[src/rtl/state_loader.sv]
// Serial row loader for the encoder: assembles 64 rows of 25 bits into one
// state, pulses start, then waits for the encoder to finish.
module state_loader #(
  parameter int ROWS  = 64,
  parameter int ROW_W = 25
) (
  input  logic                    clk,
  input  logic                    reset,
  input  logic                    in_valid,
  output logic                    in_ready,
  input  logic [ROW_W-1:0]        in_row,
  input  logic                    in_first,
  output logic [ROWS*ROW_W-1:0]   raw_data,
  output logic                    start,
  input  logic                    enc_ready,
  output logic                    busy,
  output logic [15:0]             blk_cnt
);

  localparam int STATE_W = ROWS * ROW_W;
  localparam int CW      = $clog2(ROWS);

  typedef enum logic [1:0] {
    S_LOAD,
    S_FIRE,
    S_WAIT
  } state_e;

  state_e                          state_q, state_d;
  logic [CW-1:0]                   row_cnt_q, row_cnt_d;
  logic [ROW_W-1:0][ROWS-1:0]      raw_q, raw_d;
  logic                            start_q, start_d;
  logic                            rdy_prev_q, rdy_prev_d;
  logic [15:0]                     blk_cnt_q, blk_cnt_d;
  logic [CW-1:0]                   wr_z;

  // Lane-major packing puts row z, lane j at bit ROWS*j + z.
  assign raw_data = STATE_W'(raw_q);
  assign start    = start_q;
  assign blk_cnt  = blk_cnt_q;
  assign in_ready = (state_q == S_LOAD);
  assign busy     = (state_q != S_LOAD);

  assign wr_z = in_first ? '0 : row_cnt_q;

  always_comb begin
    state_d    = state_q;
    row_cnt_d  = row_cnt_q;
    raw_d      = raw_q;
    start_d    = 1'b0;
    rdy_prev_d = enc_ready;
    blk_cnt_d  = blk_cnt_q;
    unique case (state_q)
      S_LOAD: begin
        if (in_valid) begin
          for (int j = 0; j < ROW_W; j++) begin
            raw_d[j][wr_z] = in_row[j];
          end
          if (in_first) begin
            row_cnt_d = CW'(1);
          end else if (row_cnt_q == CW'(ROWS - 1)) begin
            row_cnt_d = '0;
            state_d   = S_FIRE;
            start_d   = 1'b1;
          end else begin
            row_cnt_d = row_cnt_q + CW'(1);
          end
        end
      end
      S_FIRE: begin
        // Forget any Ready level left over from the previous block.
        rdy_prev_d = 1'b0;
        state_d    = S_WAIT;
      end
      S_WAIT: begin
        if (!rdy_prev_q && enc_ready) begin
          state_d   = S_LOAD;
          blk_cnt_d = blk_cnt_q + 16'd1;
        end
      end
      default: state_d = S_LOAD;
    endcase
  end

  always_ff @(posedge clk) begin
    if (reset) begin
      state_q    <= S_LOAD;
      row_cnt_q  <= '0;
      raw_q      <= '0;
      start_q    <= 1'b0;
      rdy_prev_q <= 1'b0;
      blk_cnt_q  <= '0;
    end else begin
      state_q    <= state_d;
      row_cnt_q  <= row_cnt_d;
      raw_q      <= raw_d;
      start_q    <= start_d;
      rdy_prev_q <= rdy_prev_d;
      blk_cnt_q  <= blk_cnt_d;
    end
  end

endmodule

[config.mk]
export PLATFORM = sky130hd
export DESIGN_NAME = state_loader
export DESIGN_NICKNAME = d
export VERILOG_FILES = /design/src/rtl/state_loader.sv
export SDC_FILE = /design/constraint.sdc
export NUM_CORES = 2
export LEC_CHECK = 0
export ABC_AREA = 1
export CAP_MARGIN = 20
export CORE_AREA = 5 5 631 633
export DETAILED_ROUTE_END_ITERATION = 10
export DIE_AREA = 0 0 636 638
export PLACE_DENSITY = 0.39
export SYNTH_ARGS = -nofsm -noshare
export SYNTH_HDL_FRONTEND = slang
export SYNTH_SLANG_ARGS = --single-unit
[constraint.sdc]
create_clock -name clk -period 2.3 [get_ports clk]
set_input_delay 0.46 -clock clk [delete_from_list [all_inputs] [get_ports clk]]
set_output_delay 0.46 -clock clk [all_outputs]
set_load 0.01 [all_outputs]
# == Word level (Yosys, flattened, before mapping) ==
# Cells that the tools add are included.
# word_totals
regBits,1626
in_bits,30
output_inout_bits,1619
wordCells,89
# op_classes
n_addsub,2
magnitude_cmp,2
n_eq_ne,7
n_mux,36
bitwise,2
reduce_logical,10
# ops
op,n
$bwmux 64,25
$mux 6,3
$add 16x1->16 const B,1
$mux 2,4
$lt 6x7->1 const B,1
$add 6x1->6 const B,1
$demux 1 s6,1
$eq 6x6->1 const B,1
$ge 6x1->1 const B,1
$ne 2x2->1 const B,3
$pmux 2 s3,1
$reduce_and 2->1,2
$reduce_and 4->1,1
$reduce_or 4->1,1
$eq 2x1->1 const B,1
$eq 2x2->1 const B,1
$logic_and 1x1->1,2
$logic_not 2->1,1
$mux 1,2
$ne 2x1->1 const B,1
$not 1->1,2
$reduce_bool 2->1,1
$reduce_or 2->1,1
$logic_not 1->1,1

# == Depth between registers and ports, before layout ==
# logic_depth
depth_word,6
mapped_depth,11

# == Worst setup path after synthesis ==
# OpenSTA, ideal clock, no wires.
# synth_path
path_kind,register to register
startpoint,register state_q[1]
endpoint,"register raw_q, in the netlist raw_data[1045]"
setup_time_ns,0.116
arrival_time_ns,1.824
required_time_ns,2.184
setup_slack_ns,0.360
stages_incl_launch_ff,11
synth_period_minus_slack_ns,1.940
path_cell_list,dfxtp_1 nor2_1 nand2_2 inv_1 buf_4 nand3_1 nor2_1 inv_2 clkbuf_1 nor2_1 nor2_1
# synth_via
elab_chain_len,2
# synth_rtl
element,line,source
start: declaration,29,"state_e state_q, state_d;"
start signal: assignment,94,state_q <= state_d;
$logic_not 2->1,n/a,
net in_ready,10,"output logic in_ready,"
$reduce_and 2->1 (no line),n/a,
end signal: assignment,96,raw_q <= raw_d;
end: declaration,31,"logic [ROW_W-1:0][ROWS-1:0] raw_q, raw_d;"
# The timed path passes the listed nets, and every way through them passes these cells.
# A chain may end at the register's enable or synchronous reset.

# == Worst setup path after layout ==
# layout_path
startpoint,"register raw_q, in the netlist raw_data[1395]"
endpoint,output port raw_data[1395]
# layout_rtl
element,line,source
end: declaration,13,"output logic [ROWS*ROW_W-1:0] raw_data,"
# No word-level cell between the ends.

==> impl_metrics.toml <==
[timing]
final_hold_viol_count = 0
fin_worst_skew_ps = 66.02
setup-violations-final = 0
grt_setup_unrepaired = "no"
period_needed_ps = 2204
hold_slack_ps = 117.3
fmax_mhz = 453.6
max_slew_margin_pct = 48.98
fin_crit_sh_pct = 95.85
finalWorstSetupSlack_ps = 95.56
maxSlewViolCount = 0
worst_slew_pin_slew_ps = 765.3

[grt]
grt_pass1_wl_um = 525400
busiest_layer = "met2"
grt_max_degree = 117
antenna_found_initial = 57
grt_usage_pct = 18.61
grt_pass1_vias = 55920
use_met3_pct = 4.277
grtUsageMet1_pct = 22.13
grt_overflow = 0
use_met2_pct = 32.88

[critical_path]
critPathTopFamily = "buffers and inverters"
crit_end = "raw_data[1395]"
crit_chain = "clkdlybuf4s50_1"
cp.depth = 1
crit_start = "raw_data[1395]"
crit_path_end_kind = "output port"
r2r_slack_ps = 130
max_stage_delay_ps = 550
crit_required_ps = 1840
timing.rr.end = "raw_data[967]"
path_class = "flop to output port"
cp_slowest_cell = "clkdlybuf4s50_1"
worst-r2r-cell-count = 9
start_kind = "flop"
crit_buf_inv = 1
r2r_start = "row_cnt_q[3]"
cp_data_arrival_time_ps = 1740
path_max_fanout = 2

[final_layout]
drive_above_1_share_pct = 11.01
n_fill_cell = 43590
multiInputGateArea_mm2 = 0.02231
finalNonFillerCells = 14530
fin_nets = 9156
seqCellArea_mm2 = 0.03256
final_util_pct = 23.12
area_growth_pct = 57.55
finalInstanceArea_mm2 = 0.09048

[place]
io_buffers = 1648
dpl.cell_count = 14120
routabilityCongestion = 0.7888
dpl_cell_area_mm2 = 0.08538
hpwl_um = 291500
dp_worst_setup_slack_ps = -940.3

[yosys]
yosys.area.top_type_share_pct = 56.68
synth_cell_types = 28
synth_simple_gate_area_share_pct = 23.14
synth_xor_area_share_pct = 0.03050
synth_top_family_by_area = "simple AND/OR/NAND/NOR gates"
yosysWarnings = 0
synth_top_cells_by_area = "dfxtp_1, nor2_1, o21ai_0"
yosysSeqAreaShare_pct = 56.68
ys_ff_latch = 1626
syn_inst = 7428
synthAdderAreaFrac_pct = 0.04357
synthMuxAreaShare_pct = 0
synth_top_cell_by_area = "dfxtp_1"
synth_compound_area_share_pct = 14.66
avgSynthCellArea_um2 = 7.732
syn_nets = 7460
netlist_area_mm2 = 0.05743

[pwr]
irDropWorstVdd_v = 0.0007126
power.density_mw_per_mm2 = 706.9
p_leak_uw = 0.04167

[outcome]
outcome = "finished, final reports clean"

[job]
max_cap_viol_count = 0

[cts]
cts_buffers = 205
cts_max_level = 4
clock_latency_ps = 890
cts_tree = "done"
cts_buffer_depth = 4
cts_sinks = 1626
clockRootBuffer = "clkbuf_16"
path_clk_slew_ps = 60

[die]
rows = 230
start_util_pct = 14.67
die-area_mm2 = 0.4058
pin_count = 1649
die_y_um = 638
die_w_um = 636
coreArea_mm2 = 0.3914

[routing]
vias = 58720
first_pass_iters = 5
first_iter_violations = 4037
wl_um = 400500
ant_nets = 0
routed_via_density = 4.043
drc = 0
wl_per_cell_um = 27.57

[worst_hold_path]
hold_class = "input pin to flop"
## worst min-delay path by stage
| stage | cells past startpoint | from | endpoint | slack, ps |
|---|---|---|---|---|
| after floorplan | 2 | raw_data[1014] | raw_data[1014] | 470 |
| after global placement | 2 | raw_data[638] | raw_data[638] | 430 |
| after detailed placement | 2 | raw_data[1590] | raw_data[1590] | 440 |
| after CTS | 3 | in_row[2] | raw_data[156] | 20 |
| after global routing | 3 | in_row[16] | raw_data[1045] | 60 |
| final | 3 | in_row[14] | raw_data[950] | 120 |
## state kept, by name (all words and copies together), names as in the netlist
register	flops
raw_data	1600
blk_cnt	16
row_cnt_q	6
state_q	2
rdy_prev_q	1
start	1
## kinds of logic after synthesis
group                      count (synthesis)
and+or+nand+nor                         3304
AOI/OAI and AO/OA                       1680
DFF                                     1626
buffers and inverters                    814
xor gates and xnor gates                   2
adders and majority gates                  2
## repair_timing
item	CTS	global route
pin swaps	0	2
endpoints found under the setup margin	1910	100
gates resized for setup	1539	24
hold buffers	8	0
gates cloned	0	2
setup buffers	0	4
hold endpoints to repair	39	0
## routing by layer
layer  vias up  share of wire, %
li1      27720                 -
met1     28530                41
met2      2006                50
met3       463               6.3
met4         6               3.4
met5         -             0.010
## where the power goes
part / switching, µW / total (µW) / internal, µW
Sequential: 47.6 / 28300 / 28200
Clock: 13900 / 32800 / 19000
Combinational: 2040 / 2830 / 795
Total: 16000 / 64000 / 48000
## layout by cell type, fill, tap and decap left out, types with 3 or more instances in the layout
| cell type | count |
|---|---|
| clkinv_2 | 36 |
| inv_6 | 7 |
| dfxtp_2 | 5 |
| clkbuf_16 | 209 |
| inv_1 | 77 |
| inv_2 | 31 |
| nand2_2 | 26 |
| nand3_4 | 9 |
| a21oi_1 | 66 |
| dlygate4sd2_1 | 1500 |
| nand2_4 | 16 |
| o21ai_1 | 153 |
| bufinv_16 | 8 |
| inv_16 | 3 |
| a211oi_1 | 3 |
| nand2_1 | 42 |
| clkbuf_8 | 45 |
| clkbuf_1 | 58 |
| diode_2 | 21 |
| dlymetal6s2s_1 | 17 |
| buf_12 | 256 |
| nand3_1 | 10 |
| o21ai_0 | 1455 |
| nor2_1 | 2540 |
| clkinv_16 | 3 |
| buf_4 | 292 |
| clkinv_4 | 5 |
| nor2_4 | 41 |
| buf_2 | 6 |
| nand4_1 | 4 |
| nor2_2 | 7 |
| clkdlybuf4s50_1 | 96 |
| dfxtp_1 | 1620 |
| nor3_1 | 604 |
| dlygate4sd3_1 | 8 |
| clkdlybuf4s15_2 | 8 |
## cell type report
| cell class | count | share of cell area (%) |
|---|---|---|
| Antenna cell | 21 | 0.05808 |
| Clock buffer | 310 | 6.650 |
| Clock inverter | 58 | 0.7398 |
| Inverter | 117 | 0.5075 |
| Multi-Input combinational cell | 4988 | 24.66 |
| Sequential cell | 1626 | 35.99 |
| Tap cell | 5220 | 7.218 |
| Timing Repair Buffer | 2186 | 24.18 |
## metrics by stage
step           power [µW]  setup TNS, ps
6_report            63960              0
5_1_grt             66180              0
4_1_cts             65060              0
3_5_place_dp        31830        -702190
3_3_place_gp        31840        -680930
2_1_floorplan       30050              0
## Yosys cell counts (all sizes together)
master     n
a31oi      2
o21a       1
a211oi     3
dfxtp   1626
ha         2
a21oi     66
inv      116
and2       1
nor2    2588
buf      104
xor2       2
clkbuf   593
clkinv     1
nand2     84
nor3     606
nand3     19
o21ai   1608
nand4      4
nor4       2
Power figures use the tool's default switching activity.
